===== src/rtl/irq_pkg.sv =====
// Shared types and limits for the IRQ sequencing controller.
package irq_pkg;

    localparam int N_IRQ_MAX = 16;

    typedef enum logic [2:0] {
        IDLE,
        ARB,
        CPU_REQ,
        CPU_SVC,
        DTC_REQ,
        DTC_WAIT
    } irq_state_e;

endpackage


===== src/rtl/irq_prio_enc.sv =====
// Fixed-priority encoder: the lowest set index of cand wins.
module irq_prio_enc #(
    parameter int N    = 8,
    parameter int ID_W = $clog2(N)
) (
    input  logic [N-1:0]    cand,
    output logic            valid,
    output logic [ID_W-1:0] idx
);

    // Scanning from the top down lets the lowest set bit overwrite last.
    always_comb begin
        valid = |cand;
        idx   = '0;
        for (int i = N - 1; i >= 0; i--) begin
            if (cand[i]) begin
                idx = ID_W'(i);
            end
        end
    end

endmodule


===== src/rtl/irq_priority_ctrl.sv =====
// External IRQ sequencer: latches detections into the ISR, arbitrates by fixed
// priority and issues one CPU exception or DTC transfer request at a time.
module irq_priority_ctrl #(
    parameter int N_IRQ = 8,
    parameter int ID_W  = $clog2(N_IRQ)
) (
    input  logic             clk,
    input  logic             rst,
    input  logic [N_IRQ-1:0] irq_det,
    input  logic [N_IRQ-1:0] ier,
    input  logic [N_IRQ-1:0] dtce,
    input  logic             cpu_mask,
    input  logic             wren_isr,
    input  logic [N_IRQ-1:0] isr_wdata,
    input  logic             cpu_ack,
    input  logic             cpu_done,
    input  logic             dtc_ack,
    input  logic             dtc_done,
    output logic [N_IRQ-1:0] isr_q,
    output logic             cpu_irq,
    output logic             dtc_req,
    output logic [ID_W-1:0]  svc_id,
    output logic             busy
);

    import irq_pkg::*;

    if (N_IRQ < 2 || N_IRQ > N_IRQ_MAX) begin : g_bad_n_irq
        $error("irq_priority_ctrl: N_IRQ out of range");
    end

    irq_state_e       state;
    irq_state_e       state_next;
    logic [N_IRQ-1:0] isr_next;
    logic [N_IRQ-1:0] wr_clr;
    logic [N_IRQ-1:0] dtc_clr;
    logic [N_IRQ-1:0] cand;
    logic             cand_valid;
    logic [ID_W-1:0]  win_idx;
    logic             still_pending;

    // Detection beats any clear landing on the same bit in the same cycle.
    assign wr_clr   = wren_isr ? ~isr_wdata : '0;
    assign dtc_clr  = (state == DTC_WAIT && dtc_done) ? (N_IRQ'(1) << svc_id) : '0;
    assign isr_next = irq_det | (isr_q & ~wr_clr & ~dtc_clr);

    // The CPU mask only hides CPU-routed sources; DTC-routed ones stay eligible.
    assign cand          = isr_q & ier & (dtce | {N_IRQ{~cpu_mask}});
    assign still_pending = isr_q[svc_id] & ier[svc_id];

    irq_prio_enc #(
        .N    (N_IRQ),
        .ID_W (ID_W)
    ) u_prio_enc (
        .cand  (cand),
        .valid (cand_valid),
        .idx   (win_idx)
    );

    always_ff @(posedge clk) begin
        if (rst) begin
            state  <= IDLE;
            isr_q  <= '0;
            svc_id <= '0;
        end else begin
            state <= state_next;
            isr_q <= isr_next;
            if (state == ARB && cand_valid) begin
                svc_id <= win_idx;
            end
        end
    end

    // Route is frozen at ARB; an ack in the same cycle as a withdrawal still wins.
    always_comb begin
        state_next = state;
        unique case (state)
            IDLE: begin
                if (cand_valid) state_next = ARB;
            end
            ARB: begin
                if (!cand_valid)         state_next = IDLE;
                else if (dtce[win_idx])  state_next = DTC_REQ;
                else                     state_next = CPU_REQ;
            end
            CPU_REQ: begin
                if (cpu_ack)             state_next = CPU_SVC;
                else if (!still_pending) state_next = IDLE;
            end
            CPU_SVC: begin
                if (cpu_done) state_next = IDLE;
            end
            DTC_REQ: begin
                if (dtc_ack)             state_next = DTC_WAIT;
                else if (!still_pending) state_next = IDLE;
            end
            DTC_WAIT: begin
                if (dtc_done) state_next = IDLE;
            end
            default: state_next = IDLE;
        endcase
    end

    assign cpu_irq = (state == CPU_REQ);
    assign dtc_req = (state == DTC_REQ);
    assign busy    = (state != IDLE);

endmodule


===== config.mk =====
export PLATFORM = sky130hd
export DESIGN_NAME = irq_priority_ctrl
export DESIGN_NICKNAME = d
export VERILOG_FILES = /design/src/rtl/irq_pkg.sv /design/src/rtl/irq_prio_enc.sv /design/src/rtl/irq_priority_ctrl.sv
export SDC_FILE = /design/constraint.sdc
export NUM_CORES = 1
export LEC_CHECK = 0
export ABC_AREA = 1
export ABC_CLOCK_PERIOD_IN_PS = 2100
export CELL_PAD_IN_SITES_DETAIL_PLACEMENT = 0
export CELL_PAD_IN_SITES_GLOBAL_PLACEMENT = 2
export CORE_MARGIN = 5
export CORE_UTILIZATION = 20
export DETAILED_ROUTE_END_ITERATION = 8
export PLACE_DENSITY_LB_ADDON = 0.15
export SYNTH_ARGS = -nofsm -noshare
export SYNTH_HDL_FRONTEND = slang
export SYNTH_SLANG_ARGS = --single-unit

===== constraint.sdc =====
create_clock -name clk -period 2.1 [get_ports clk]
set_input_delay 0.42 -clock clk [delete_from_list [all_inputs] [get_ports clk]]
set_output_delay 0.42 -clock clk [all_outputs]
set_load 0.05 [all_outputs]

# --- After elaboration in Yosys (flattened, before gate mapping) ---
# Cells that the tools add are included.
totals:
  regBits: 14
  word_cells: 56
  out_inout_bits: 14
  input_bits: 40
classes:
  reduce_logical: 6
  shifts: 1
  n_eq_ne: 8
  bitwise: 11
  order_cmp: 2
  mux: 25
ops:
  columns: ["op", "count"]
  rows:
  - ["2-to-1 mux 3 bit", 16]
  - ["bitwise AND 8 bit", 4]
  - ["inverter 8 bit", 3]
  - ["case mux 3 bit (6 select lines)", 1]
  - ["2-to-1 mux 8 bit", 2]
  - ["OR 8 bit", 2]
  - ["binary-select mux 1 bit (select 3 bit)", 3]
  - ["< comparator 3 x 4 -> 1 bit (second input constant)", 2]
  - ["OR reduction 8 bit", 1]
  - ["left shift 1 x 3 -> 8 bit (first input constant)", 1]
  - ["equality test 3 x 2 -> 1 bit (second input constant)", 2]
  - ["equality test 3 bit (second input constant)", 2]
  - ["!= test 2 bit (second input constant)", 3]
  - ["equality test 3 x 1 -> 1 bit (second input constant)", 1]
  - ["zero test 3 bit", 1]
  - ["2-to-1 mux 1 bit", 3]
  - ["AND reduction 3 bit", 1]
  - ["nonzero test 3 bit", 1]
  - ["logical AND 1 bit", 2]
  - ["bitwise AND 1 bit", 1]
  - ["inverter 1 bit", 1]

# --- Logic depth before layout (Yosys ltp) ---
# Gate-level depths: netlist of run 1.
logic_depth:
  word_depth: 16
  ltp_mapped: 18
  ltp_nobuf: 18

# --- Cells and area by module ---
# A second synthesis of run 1 with hierarchy kept.
hier_totals:
  hier_cells: 195
  area_unflattened_um2: 1124.8
modules_own_cells:
  columns: ["module", "area_each_um2", "seq_area_each_um2", "n_inst", "cells_each"]
  rows:
  - ["irq_priority_ctrl", 1026.0, 280.3, 1, 173]
  - ["irq_prio_enc", 98.8, 0.0, 1, 22]

# --- Worst setup path after synthesis of run 1 ---
# Ideal clock, no wire load.
synth_path:
  path_kind: "register -> register"
  start: "reg state[2]"
  end: "reg state[1]"
  n_path_buf: 0
  t_required_ns: 2.044
  arrival_ns: 1.946
  path_slack_ns: 0.098
  setup_ns: 0.056
  synth_period_minus_slack_ns: 2.002
  path_stages_with_launch: 6
  cell_sequence: "dfxtp_1 nor3_1 o21ai_0 nand3_1 nand2_1 inv_1"
synth_between:
  word_cells_on_any_way: 11
  classes_between: "8 x eq/ne; 1 x mux; 2 x reduce/logical"
synth_rtl:
  columns: ["element", "line_no", "rtl"]
  rows:
  - ["from (decl)", "irq_priority_ctrl.sv:32", "irq_state_e state;"]
  - ["from (signal assigned)", "irq_priority_ctrl.sv:66", "state <= state_next;"]
  - ["equality test 3 x 2 -> 1 bit", null, null]
  - ["via cpu_irq", "irq_priority_ctrl.sv:20", "output logic cpu_irq,"]
  - ["case mux 3 bit (6 select lines)", "irq_priority_ctrl.sv:77", "unique case (state)"]
# The timed path passes the listed nets, and every way through them passes these cells.
# A chain may end at the register's enable or synchronous reset.

# --- Worst setup path after layout of run 1 ---
layout_path:
  start: "reg isr_q[1]"
  end: "out isr_q[1]"
layout_rtl:
  columns: ["element", "line_no", "rtl"]
  rows:
  - ["from (decl)", "irq_priority_ctrl.sv:19", "output logic [N_IRQ-1:0] isr_q,"]
  - ["from (signal assigned)", "irq_priority_ctrl.sv:67", "isr_q <= isr_next;"]
# No word-level cell between the ends.

==> results of run 1 <==
==> placed cells by master (no fill, tap or decap) <==
cell,netlist,final
nor2_2,1,2
dlymetal6s2s_1,0,4
clkbuf_8,0,3
nand3_1,19,17
nand2_4,2,2
o21ai_0,7,7
clkdlybuf4s50_1,0,44
a31oi_1,2,1
a32oi_1,1,1
a21oi_2,0,1
nor2_1,10,9
inv_2,3,3
o211ai_4,1,1
nor3_4,2,2
nand2_1,32,30
dfxtp_1,14,14
or2_2,1,1
nand4_1,2,2
nor3_1,2,2
o211ai_1,10,10
a31oi_2,0,1
o211ai_2,2,2
a21oi_1,13,12
o21bai_2,1,1
nand3_2,2,4
inv_1,29,29
a22oi_1,5,5
a211oi_1,1,1
nand2_2,3,5
buf_4,0,23
==> power breakdown <==
| group | internal, uW | leakage, uW | switching (uW) | total (uW) |
|---|---|---|---|---|
| sequential | 298 | 0.000116 | 50.4 | 349 |
| combinational | 239 | 0.000744 | 348 | 587 |
| clock | 127 | 0.0000216 | 86.9 | 213 |
| total | 664 | 0.000881 | 485 | 1150 |
==> synth_stat cells <==
cell / count
nand2_2: 3
a32oi_1: 1
inv_1: 29
o21ai_0: 7
nand3_2: 2
clkbuf_1: 1
dfxtp_1: 14
nor2_1: 10
o211ai_4: 1
nand4_1: 2
nand3_1: 19
a31oi_1: 2
inv_2: 3
nor3_4: 2
o211ai_1: 10
a211oi_1: 1
o21bai_2: 1
or2_2: 1
o211ai_2: 2
nand2_1: 32
a21oi_1: 13
a22oi_1: 5
nor3_1: 2
nand2_4: 2
nor2_2: 1
==> how the worst max path moves through the flow <==
stage | to | slack (ns) | from | cells past startpoint
after floorplan | state[1]$_SDFFE_PP0P_ | 0.1 | state[2]$_SDFFE_PP0P_ | 5
after global placement | state[2]$_SDFFE_PP0P_ | -0.20 | cpu_mask | 13
after detailed placement | state[2]$_SDFFE_PP0P_ | -0.19 | cpu_mask | 13
after CTS | state[2]$_SDFFE_PP0P_ | 0.06 | cpu_mask | 13
after global routing | state[2]$_SDFFE_PP0P_ | 0.007 | dtce[6] | 19
final | isr_q[1] | 0.15 | isr_q[1]$_SDFF_PP0_ | 1
==> per-stage QoR <==
| step | setup TNS, ns | cells |
|---|---|---|
| after floorplan | 0 | 166 |
| after global placement | -0.530 | 306 |
| after detailed placement | -0.477 | 306 |
| after CTS | 0 | 309 |
| after global routing | 0 | 309 |
| final | 0 | 309 |
==> cell families after synthesis <==
kind of cell | count (synthesis) | synth area share, %
AOI/OAI and AO/OA | 43 | 27.6
buffers and inverters | 33 | 11.4
DFF | 14 | 25.8
and+or+nand+nor | 76 | 35.2
==> metal layers <==
metal	up-vias	track usage (%)
met2	40	20.0
li1	713	-
met4	0	3.80
met5	-	0
met3	9	2.17
met1	631	16.4
==> area by class of cell <==
| cell class | count | area share [%] |
|---|---|---|
| Tap cell | 70 | 4.61 |
| Clock buffer | 3 | 2.17 |
| Multi-Input combinational cell | 119 | 37.3 |
| Inverter | 32 | 6.32 |
| Sequential cell | 14 | 14.7 |
| Timing Repair Buffer | 71 | 34.9 |
==> flip-flops by register name, summed over array words and instances (netlist names) <==
signal  flops
isr_q       8
state       3
svc_id      3
==> results by group, run 1 <==
Worst setup path
  – Worst-path maximum fanout: 4
  – CP Buf/Inv Count: 1
  – Critical Path RT: roughly 1.7 ns
  – Worst setup SP type: flip-flop
  – CP endpoint kind: output port
  – FF-to-FF setup slack: 0.36 ns
  – Arrival @ worst endpoint: 1.53 ns
  – Delay-heaviest family, CP: buffers and inverters
  – Worst r2r src: svc_id[0]$_SDFFE_PP0P_
  – Worst-case reg-to-reg path depth: 10
  – Max incr delay on CP: 0.86 ns
  – FF-to-FF End: state[2]$_SDFFE_PP0P_
  – CP Cell Sequence: clkdlybuf4s50_1
  – Crit path max-delay cell type: clkdlybuf4s50_1
  – Crit path kind: flip-flop to output port

Power and ir drop
  – P per Cell Area: between 600 and 700 mW/mm^2
  – Peak VDD IR: 0.345 mV
  – Pwr Total: 1150 uW
  – Static Leak: approximately 0.0009 uW

Logic synthesis
  – Synth warnings: 0
  – Top cell type's share of synthesized area: around 26%
  – Post-Syn Instances: 166
  – Synth Register Bits: 14
  – Post-synth cell types: 25
  – Sequential area share after synthesis: about a quarter
  – Avg Inst Size Synth: 6.53 um^2
  – Mapped cell area: 0.00108 mm^2
  – Leading area contributor after synthesis: dfxtp_1
  – Syn Nets: around 200
  – Synth top area cells: dfxtp_1 26%, nand2_1 11%, inv_1 10%

Global route
  – Initial antenna violation count: 0
  – Largest net degree at the start of global routing: 9
  – Gr ovfl total: 0
  – Total Routing Usage GR: 12.3%
  – First-pass GRT wire length: between 7000 and 8000 um
  – Vias in the first global route: between 1000 and 1500

Timing
  – Unrepaired setup endpoints after global routing: no
  – Pins Over Slew Limit: 0
  – Max Clock Skew: ~0.0037 ns
  – Setup Viol. Count Final: 0
  – Worst Setup Slack, final: approximately 0.15 ns
  – Smallest hold slack: ~0.55 ns
  – Clock period minus final worst setup slack: roughly 2 ns
  – Worst slew pin tran: 0.503 ns
  – Final hold viol count: 0
  – Relative slew slack: approximately two thirds
  – Tcrit/Tclk final: between 90% and 100%
  – Peak Freq: 512 MHz

Status
  – Outcome: finished, final reports clean

Floorplan
  – Die width: approximately 84 um
  – Number of I/O pins: 54
  – Die Span Y: approximately 84 um
  – Initial Utilization: about a fifth
  – Core Box Area: ~0.0052 mm^2
  – Num rows: 26
  – Die area: around 0.0070 mm^2

Final layout
  – Synth-to-layout area growth: 75.2%
  – Final #Nets: 281
  – Finished Cell Area: 0.00190 mm^2
  – # diodes: 0
  – Filler instances: 550
  – FF+latch area: approximately 280 um^2
  – Share of cells above drive strength 1: 21.3%
  – Multi-input gate area in the final layout: ~710 um^2
  – Final Util: 36.7%

Routing
  – Post-route DRC: 0
  – Via/cell ratio: ~4.5
  – Detailed Route WL: around 4200 um
  – Met1 wire length: approximately 2000 um
  – Detailed-route via count: approximately 1400
  – DR top layer: met4
  – DR iter-0 viols: 57
  – Drt wl/cell: about 14 um
  – Met3 WL post-DR: between 150 and 200 um
  – WL met2: approximately 2000 um
  – Final ANT Viol Nets: 0
  – 1st-pass router iterations: 4

CTS
  – CTS Hold Bufs: 0
  – Htree depth: 1
  – Post_cts resized: 0
  – Setup bufs post-CTS: 0
  – CTS tree: done
  – Worst-path clk slew: ~0.060 ns
  – Clk sinks: 14
  – Clock buffer depth: 2
  – Worst-Skew Late Latency: between 0.2 and 0.25 ns
  – CTS Buf Count: 3
  – Root buffer cell: clkbuf_8

Hold path
  – Hold Path Sink: isr_q[7]$_SDFF_PP0_
  – Hold path depth: 2
  – Tightest Hold Check Type: flip-flop to flip-flop
  – Hold wc startpoint: isr_q[7]$_SDFF_PP0_

Placed design
  – I/O Buffers: 53
  – Post-DP Area: ~0.0018 mm^2
  – Placer Congestion: 0.855
  – Dpl hpwl: approximately 3600 um
  – Place WS: -0.193 ns

Flow run
  – Max_cap viols: 0
Power figures use the tool's default switching activity.
==> run 2, diff against run 1 <==
--- a/config.mk
+++ b/config.mk
@@ -12,6 +12,7 @@
 export CORE_MARGIN = 5
 export CORE_UTILIZATION = 20
 export DETAILED_ROUTE_END_ITERATION = 8
+export GPL_TIMING_DRIVEN = 0
 export PLACE_DENSITY_LB_ADDON = 0.15
 export SYNTH_ARGS = -nofsm -noshare
 export SYNTH_HDL_FRONTEND = slang
==> run 2 against run 1 <==
  * Clock power up 23%
  * Clock-buffer cell count rose by 1
  * Highest routed layer unchanged
  * Final cell count fell by 4.5%
==> results by group, run 2 (synthesis results as in run 1) <==
Power and ir drop
  – Int Power: 677 uW (+2.0%)
  – Static Leak: 0.000842 uW (-4.5%)
  – Clk network pwr share: 22.5% (+3.9 points)
  – Sw Pwr: 488 uW (+0.66%)
  – P per Cell Area: 643 mW/mm^2 (+6.3%)
  – Logic gate share of total power: 47.7% (-3.4 points)
  – Sw Share: 41.9% (-0.33 points)
  – Pwr Total: 1170 uW (+1.4%)
  – Peak VDD IR: 0.318 mV (-8.1%)
  – Reg power frac: 29.9% (-0.5 points)

Worst setup path
  – Worst-path maximum fanout: 4 (unchanged)
  – CP endpoint kind: output port
  – CP Buf/Inv Count: 1 (unchanged)
  – Crit path depth: 1 (unchanged)
  – Delay-heaviest family, CP: buffers and inverters
  – Crit path kind: flip-flop to output port
  – Crit path max-delay cell type: clkdlybuf4s50_1
  – Arrival @ worst endpoint: 1.57 ns (+0.04 ns)
  – CP Cell Sequence: clkdlybuf4s50_1
  – Max incr delay on CP: 0.86 ns (about the same)
  – Critical Path RT: 1.68 ns (about the same)
  – Worst setup SP type: flip-flop
  – Worst-case reg-to-reg path depth: 10 (unchanged)

Timing
  – Clock period minus final worst setup slack: 1.99 ns (+0.0388 ns)
  – Relative slew slack: 63.8% (-2.6 points)
  – Setup Viol. Count Final: 0 (unchanged)
  – Peak Freq: 502 MHz (-2.0%)
  – Worst slew pin tran: 0.540 ns (+0.0372 ns)
  – Max Clock Skew: 0.00463 ns (+0.000968 ns)
  – Final hold viol count: 0 (unchanged)
  – Pins Over Slew Limit: 0 (unchanged)
  – TNS Setup: 0 ns (unchanged)
  – Tcrit/Tclk final: 94.8% (+1.8 points)
  – Unrepaired setup endpoints after global routing: yes

Hold path
  – Hold path depth: 2 (unchanged)
  – Tightest Hold Check Type: flip-flop to flip-flop

Routing
  – Via/cell ratio: 4.48 (-0.52%)
  – Post-route DRC: 0 (unchanged)
  – 1st-pass router iterations: 4 (unchanged)
  – DR iter-0 viols: 32 (-44%)
  – Detailed Route WL: 4090 um (-3.2%)
  – Detailed-route via count: 1323 (-5.0%)
  – Drt wl/cell: 13.9 um (+1.4%)
  – Final ANT Viol Nets: 0 (unchanged)

Floorplan
  – Die Span Y: 83.6 um (unchanged)
  – Number of I/O pins: 54 (unchanged)
  – Die width: 83.6 um (unchanged)
  – Die area: 0.00700 mm^2 (unchanged)
  – Core Box Area: 0.00517 mm^2 (unchanged)
  – Initial Utilization: 21.0% (unchanged)
  – Num rows: 26 (unchanged)

CTS
  – Clock buffer depth: 2 (unchanged)
  – CTS tree: done
  – CTS Buf Count: 3 (unchanged)
  – Worst-path clk slew: 0.06 ns (about the same)
  – CTS Hold Bufs: 0 (unchanged)
  – Htree depth: 1 (unchanged)
  – Clk sinks: 14 (unchanged)
  – Root buffer cell: clkbuf_8
  – Worst-Skew Late Latency: 0.24 ns (about the same)

Final layout
  – Most common cell after layout, fill and taps aside: clkdlybuf4s50_1
  – Final #Nets: 266 (-5.3%)
  – Synth-to-layout area growth: 67.1%
  – # diodes: 0 (unchanged)
  – Most frequent cells in the layout: 44 x clkdlybuf4s50_1, 31 x nand2_1, 29 x inv_1, 18 x nand3_1, 14 x dfxtp_1
  – Final Util: 35.1% (-1.7 points)
  – Max FFs per register: 8 (unchanged)
  – Share of cells above drive strength 1: 12.9% (-8.5 points)
  – Largest Register: isr_q
  – Top flop regs: isr_q x8, state x3, svc_id x3

Global route
  – Total Routing Usage GR: 11.8% (-0.44 points)
  – Gr ovfl total: 0 (unchanged)
  – Largest net degree at the start of global routing: 11 (+2)
  – Initial antenna violation count: 0 (unchanged)
  – Vias in the first global route: 1402 (-5.7%)
  – First-pass GRT wire length: 6790 um (-3.6%)

Status
  – Outcome: finished, final reports clean

Placed design
  – I/O Buffers: 53 (unchanged)
  – Dpl hpwl: 3380 um (-5.3%)
  – Placer Congestion: 0.810 (-5.2%)

Flow run
  – Max_cap viols: 0 (unchanged)
-- run 2: power groups by stage --
stage          Sequential, uW  Clock (uW)  Combinational [uW]
2_1_floorplan             416           0                 272
3_3_place_gp              355           0                 554
3_5_place_dp              354           0                 555
4_1_cts                   349         268                 549
5_1_grt                   356         281                 612
6_report                  348         262                 556
-- run 2: cell type report --
class / instances / area (um^2)
timing repair buffer: 55 / 557
inverter: 32 / 123
fill: 567 / 3360
tap: 70 / 87.6
clock buffer: 4 / 55.1
sequential: 14 / 280
multi-input combinational: 119 / 707
buffer: 1 / 3.75
-- run 2: final timing paths --
kind | from | to | slack, ns
worst max register to register | svc_id[1]$_SDFFE_PP0P_ | state[2]$_SDFFE_PP0P_ | 0.32
worst max-delay path | isr_q[0]$_SDFF_PP0_ | isr_q[0] | 0.11
worst min-delay path | isr_q[7]$_SDFF_PP0_ | isr_q[7]$_SDFF_PP0_ | 0.55
worst min register to register | isr_q[7]$_SDFF_PP0_ | isr_q[7]$_SDFF_PP0_ | 0.55
-- run 2: metal layers --
metal	up-vias	global-route usage (%)	part of all wire, %
li1	685	-	-
met1	593	16.4	48
met2	41	18.9	47
met3	4	1.68	4.1
met4	0	3.51	0.83
met5	-	0	0
-- run 2: tightest hold or removal path, stage by stage (launching register included) --
cell	delay [ns]
dfxtp_1	0.34
o211ai_1	0.10
a21oi_1	0.07
-- run 2: stage by stage --
step	hold WS, ns	setup WS, ns	area [um^2]	instances
global route	0.584	-0.0124	1810	295
CTS	0.555	0.00337	1750	293
global placement	0.530	-0.264	1700	289
finish	0.554	0.110	1810	295
detailed placement	0.546	-0.247	1700	289
floorplan	0.554	0.0982	1080	166
-- run 2: timing repair --
action                     4_1_cts  5_1_grt
setup endpoints to repair        3       11
resized for setup                3       13
pin swaps                        0        4
setup buffers                    0        2
==> run 3, diff against run 2 <==
--- a/config.mk
+++ b/config.mk
@@ -14,6 +14,7 @@
 export DETAILED_ROUTE_END_ITERATION = 8
 export GPL_TIMING_DRIVEN = 0
 export PLACE_DENSITY_LB_ADDON = 0.15
+export SLEW_MARGIN = 0
 export SYNTH_ARGS = -nofsm -noshare
 export SYNTH_HDL_FRONTEND = slang
 export SYNTH_SLANG_ARGS = --single-unit
==> results of run 3 <==
The final DEF is identical to that of run 2; final timing and power are the same.
==> RTL edit 1 (config.mk and constraints of run 2) <==
The parameter `N_IRQ` goes from 8 to 16.
--- a/src/rtl/irq_priority_ctrl.sv
+++ b/src/rtl/irq_priority_ctrl.sv
@@ -3,3 +3,3 @@
 module irq_priority_ctrl #(
-    parameter int N_IRQ = 8,
+    parameter int N_IRQ = 16,
     parameter int ID_W  = $clog2(N_IRQ)
Interface: changed (6 resized); port bits go from 54 to 95. No check against the original RTL was run, so the function may have changed too.
==> RTL edit 1 against run 2 <==
  * The flow now finishes with violations (negative setup slack)
  * Setup slack lost 190 ps
  * Sequential cell count up 9
  * Cell area grew 79%
  * Routed wire length grew 110%
  * Synthesized cell count grew 68%
  * Largest power group unchanged
  * Power is 91% higher
  * Area after synthesis grew 71%
  * Die area increased by 62%
  * Highest routed layer unchanged
  * Critical path depth increased by 24
  * Global-route usage rose by 3.5 points
  * Combinational power is 140% higher
==> RTL edit 1: results (changes against run 2) <==
met2 WL 4320 microns (was 1910 microns); GRT Util Overall 15.3% (was 11.8%); switch share 49.0% (was 41.9%); Area contributors post-synth dfxtp_1 25%, nand2_1 11%, o211ai_1 9.7% (was dfxtp_1 26%, nand2_1 11%, inv_1 10%); met1 usage 20.2% (was 16.4%); Worst Skew 5.76 ps (was 4.63 ps); hold crit path type in -> reg (was reg -> reg); number of buffers inserted by port buffering 93 (was 53); met3 WL 289 microns (was 168 microns); final setup violation count 2 (was 0); Worst Tran Pin Value 629 ps (was 540 ps); max incr delay on CP 280 ps (was 860 ps); power share of the sequential group 26.5% (was 29.9%); violated checks negative setup slack; Worst Slack Setup Final -84.0 ps (was 110 ps); status finished, violations left (was finished, final reports clean); Leakage 1.36 nW (was 0.842 nW); VDD IR-drop max 275 uV (was 318 uV); met3 usage 2.13% (was 1.68%); vias in the first global route 2,551 (was 1,402); routed length per instance 17.1 microns (was 13.9 microns); GR Layer Usage met2 26.7% (was 18.9%); GP Congestion 0.781 (was 0.810); placed cell area 2940 sq um (was 1700 sq um); Crit path max-delay family simple AND/OR/NAND/NOR gates (was buffers and inverters); Placed Cells 483 (was 289); post-synthesis sequential area ratio 24.8% (was 25.8%); Post-Syn Instances 279 (was 166); DP Wirelength 6870 microns (was 3380 microns); vias per cell 4.79 (was 4.48); Resized cells post-CTS 53 (was 3); WP data arrival 2370 ps (was 1570 ps); count of cell types in the netlist 33 (was 25); syn_nets 351 (was 206)
-- RTL edit 1: cell count changes in the layout (fill, tap and decap cells not counted), sizes merged, moves of 6 or more --
cell | before | now
inv | 32 | 38
clkdlybuf4s50 | 44 | 76
a21oi | 13 | 24
nand3 | 21 | 28
o211ai | 13 | 30
nand2 | 37 | 61
dfxtp | 14 | 23
buf | 2 | 16
nand4 | 2 | 19
-- RTL edit 1: final timing paths --
path / from / end / slack [ps] / cells after the start
worst min register to register: isr_q[11] / isr_q[11] / 540 / 2
worst min-delay path: rst / isr_q[2] / 540 / 2
worst max register to register: isr_q[14] / state[1] / -80 / 27
worst max-delay path: dtce[13] / state[1] / -80 / 25
-- RTL edit 1: area by class of cell --
type                            instances  area [sq um]
Tap cell                              111           139
Buffer                                 11          77.6
Clock inverter                          1          5.00
Inverter                               41           171
Timing Repair Buffer                  102           980
Multi-Input combinational cell        206          1350
Clock buffer                            3          41.3
Sequential cell                        23           478
Fill cell                            1005          5910
==> RTL edit 2 (settings of run 2) <==
Made on the original files. Register the input `irq_det` before use. The logic sees it one clock later. The other inputs are not delayed to match.
--- a/src/rtl/irq_priority_ctrl.sv
+++ b/src/rtl/irq_priority_ctrl.sv
@@ -27,2 +27,8 @@
 
+    logic [N_IRQ-1:0] irq_det_q;
+
+    always_ff @(posedge clk) begin
+        irq_det_q <= irq_det;
+    end
+
     if (N_IRQ < 2 || N_IRQ > N_IRQ_MAX) begin : g_bad_n_irq
@@ -44,3 +50,3 @@
     assign dtc_clr  = (state == DTC_WAIT && dtc_done) ? (N_IRQ'(1) << svc_id) : '0;
-    assign isr_next = irq_det | (isr_q & ~wr_clr & ~dtc_clr);
+    assign isr_next = irq_det_q | (isr_q & ~wr_clr & ~dtc_clr);
 
Function: changed (a bounded check fails within 4 cycles, from zero or initial values and one cycle with rst high).
==> RTL edit 2 against run 2 <==
  * Area after synthesis increased by 17%
  * Sequential power grew 46%
  * Largest power group unchanged
  * Clock skew fell by 2.0 ps
  * Power up 19%
  * Setup slack worse by 40 ps
  * Largest cell class unchanged
  * Count of clock-buffer cells in the layout unchanged
  * Clock power grew 18%
  * Worst hold slack lost 150 ps
  * Routed wire length is 4.3% higher
  * Cell area up 10%
  * Sequential cell count is 8 higher
==> RTL edit 2: results (changes against run 2) <==
status finished, final reports clean (unchanged); post-synthesis sequential area ratio 34.8% (was 25.8%); P_int 843 uW (was 677 uW); syn_nets 217 (was 206); Non-Filler Instances 312 (was 295); CTS clk-pin slew, worst paths 80 ps (was 60 ps); drt total wl 4270 microns (was 4090 microns); first-pass iteration count of the detailed router 5 (was 4); first-pass GRT wire length 6820 microns (was 6790 microns); Place WS -276 ps (was -247 ps); Leakage 0.886 nW (was 0.842 nW); VDD IR-drop max 320 uV (was 318 uV); Compound-Gate Fraction of Synth Area 22.3% (was 27.6%); Clk pwr share 22.2% (was 22.5%); maximum buffer depth of the clock tree 2 (unchanged); Top Registers irq_det_q (8), isr_q (8) (was isr_q (8), state (3), svc_id (3)); post-route minimum period 2030 ps (was 1990 ps); Area contributors post-synth dfxtp_1 35%, nand2_1 10%, nand3_1 9.5% (was dfxtp_1 26%, nand2_1 11%, inv_1 10%); relative slew slack 63.0% (was 63.8%); largest net degree at the start of global routing 13 (was 11); clock latency on the worst-skew pair 260 ps (was 240 ps); DR vias 1,357 (was 1,323); Clock Root Buffer clkbuf_8 (unchanged); placed cell area 1890 sq um (was 1700 sq um); GRT Util Overall 11.1% (was 11.8%); nets@finish 276 (was 266); hold endpoint isr_q[2] (was isr_q[7]); area grow syn2layout 58.4% (was 67.1%); hold crit path type in -> reg (was reg -> reg); sequential share of cell area 22.0% (was 15.5%); Filler cells 705 (was 567); TritonCTS Sinks 22 (was 14); Multi-input gate area 742 sq um (was 707 sq um); reg2reg start svc_id[0] (was svc_id[1]); Post-Syn Area 1260 sq um (was 1080 sq um); layout cells sized above 1 15.7% (was 12.9%); GP Congestion 0.747 (was 0.810); xor/xnor cell area share of the yosys netlist 0% (unchanged); Min Hold Slack 400 ps (was 554 ps); Non-clk bufs 55 (was 56); hold path startpoint rst (was isr_q[7]); top cells by count, synth 34 x nand2_1, 28 x inv_1, 24 x nand3_1 (was 32 x nand2_1, 29 x inv_1, 19 x nand3_1); syn_area_per_cell 7.15 sq um (was 6.53 sq um); DP Wirelength 3510 microns (was 3380 microns); power share of the sequential group 36.7% (was 29.9%); count of cell types in the netlist 26 (was 25); Worst Skew 2.64 ps (was 4.63 ps); reg-to-reg endpoint state[0] (was state[2]); NonClk Buf Share 27.3% (was 30.9%); Iter 0 DRT Violations 34 (was 32)
RTL edit 2: changes by cell type after synthesis, sizes merged:
cell    delta
dfxtp      +8
nand3      +6
a211oi     -1
a22oi      -1
a31oi      -1
a32oi      -1
buf        +1
clkbuf     -1
nand2      +1
nand4      -1
o21ai      +1
RTL edit 2: repair_timing:
item,in CTS,in global routing
resized for setup,3,15
hold buffers,0,0
gates cloned,0,0
endpoints found under the setup margin,3,6
pin swaps,0,5
setup buffers,0,2
RTL edit 2: worst max path at each step:
| stage | start | end |
|---|---|---|
| finish | isr_q[4] | isr_q[4] |
| global route | dtce[7] | state[2] |
| CTS | cpu_mask | state[1] |
| detailed placement | ier[7] | state[1] |
| global placement | ier[7] | state[1] |
| floorplan | svc_id[1] | state[0] |
RTL edit 2: layer usage:
metal / GRT usage [%] / part of all wire [%] / vias to the layer above
li1: - / - / 709
met1: 14.7 / 47 / 608
met2: 18.4 / 46 / 36
met3: 2.03 / 5.2 / 4
met4: 2.84 / 0.94 / 0
met5: 0 / 0 / -
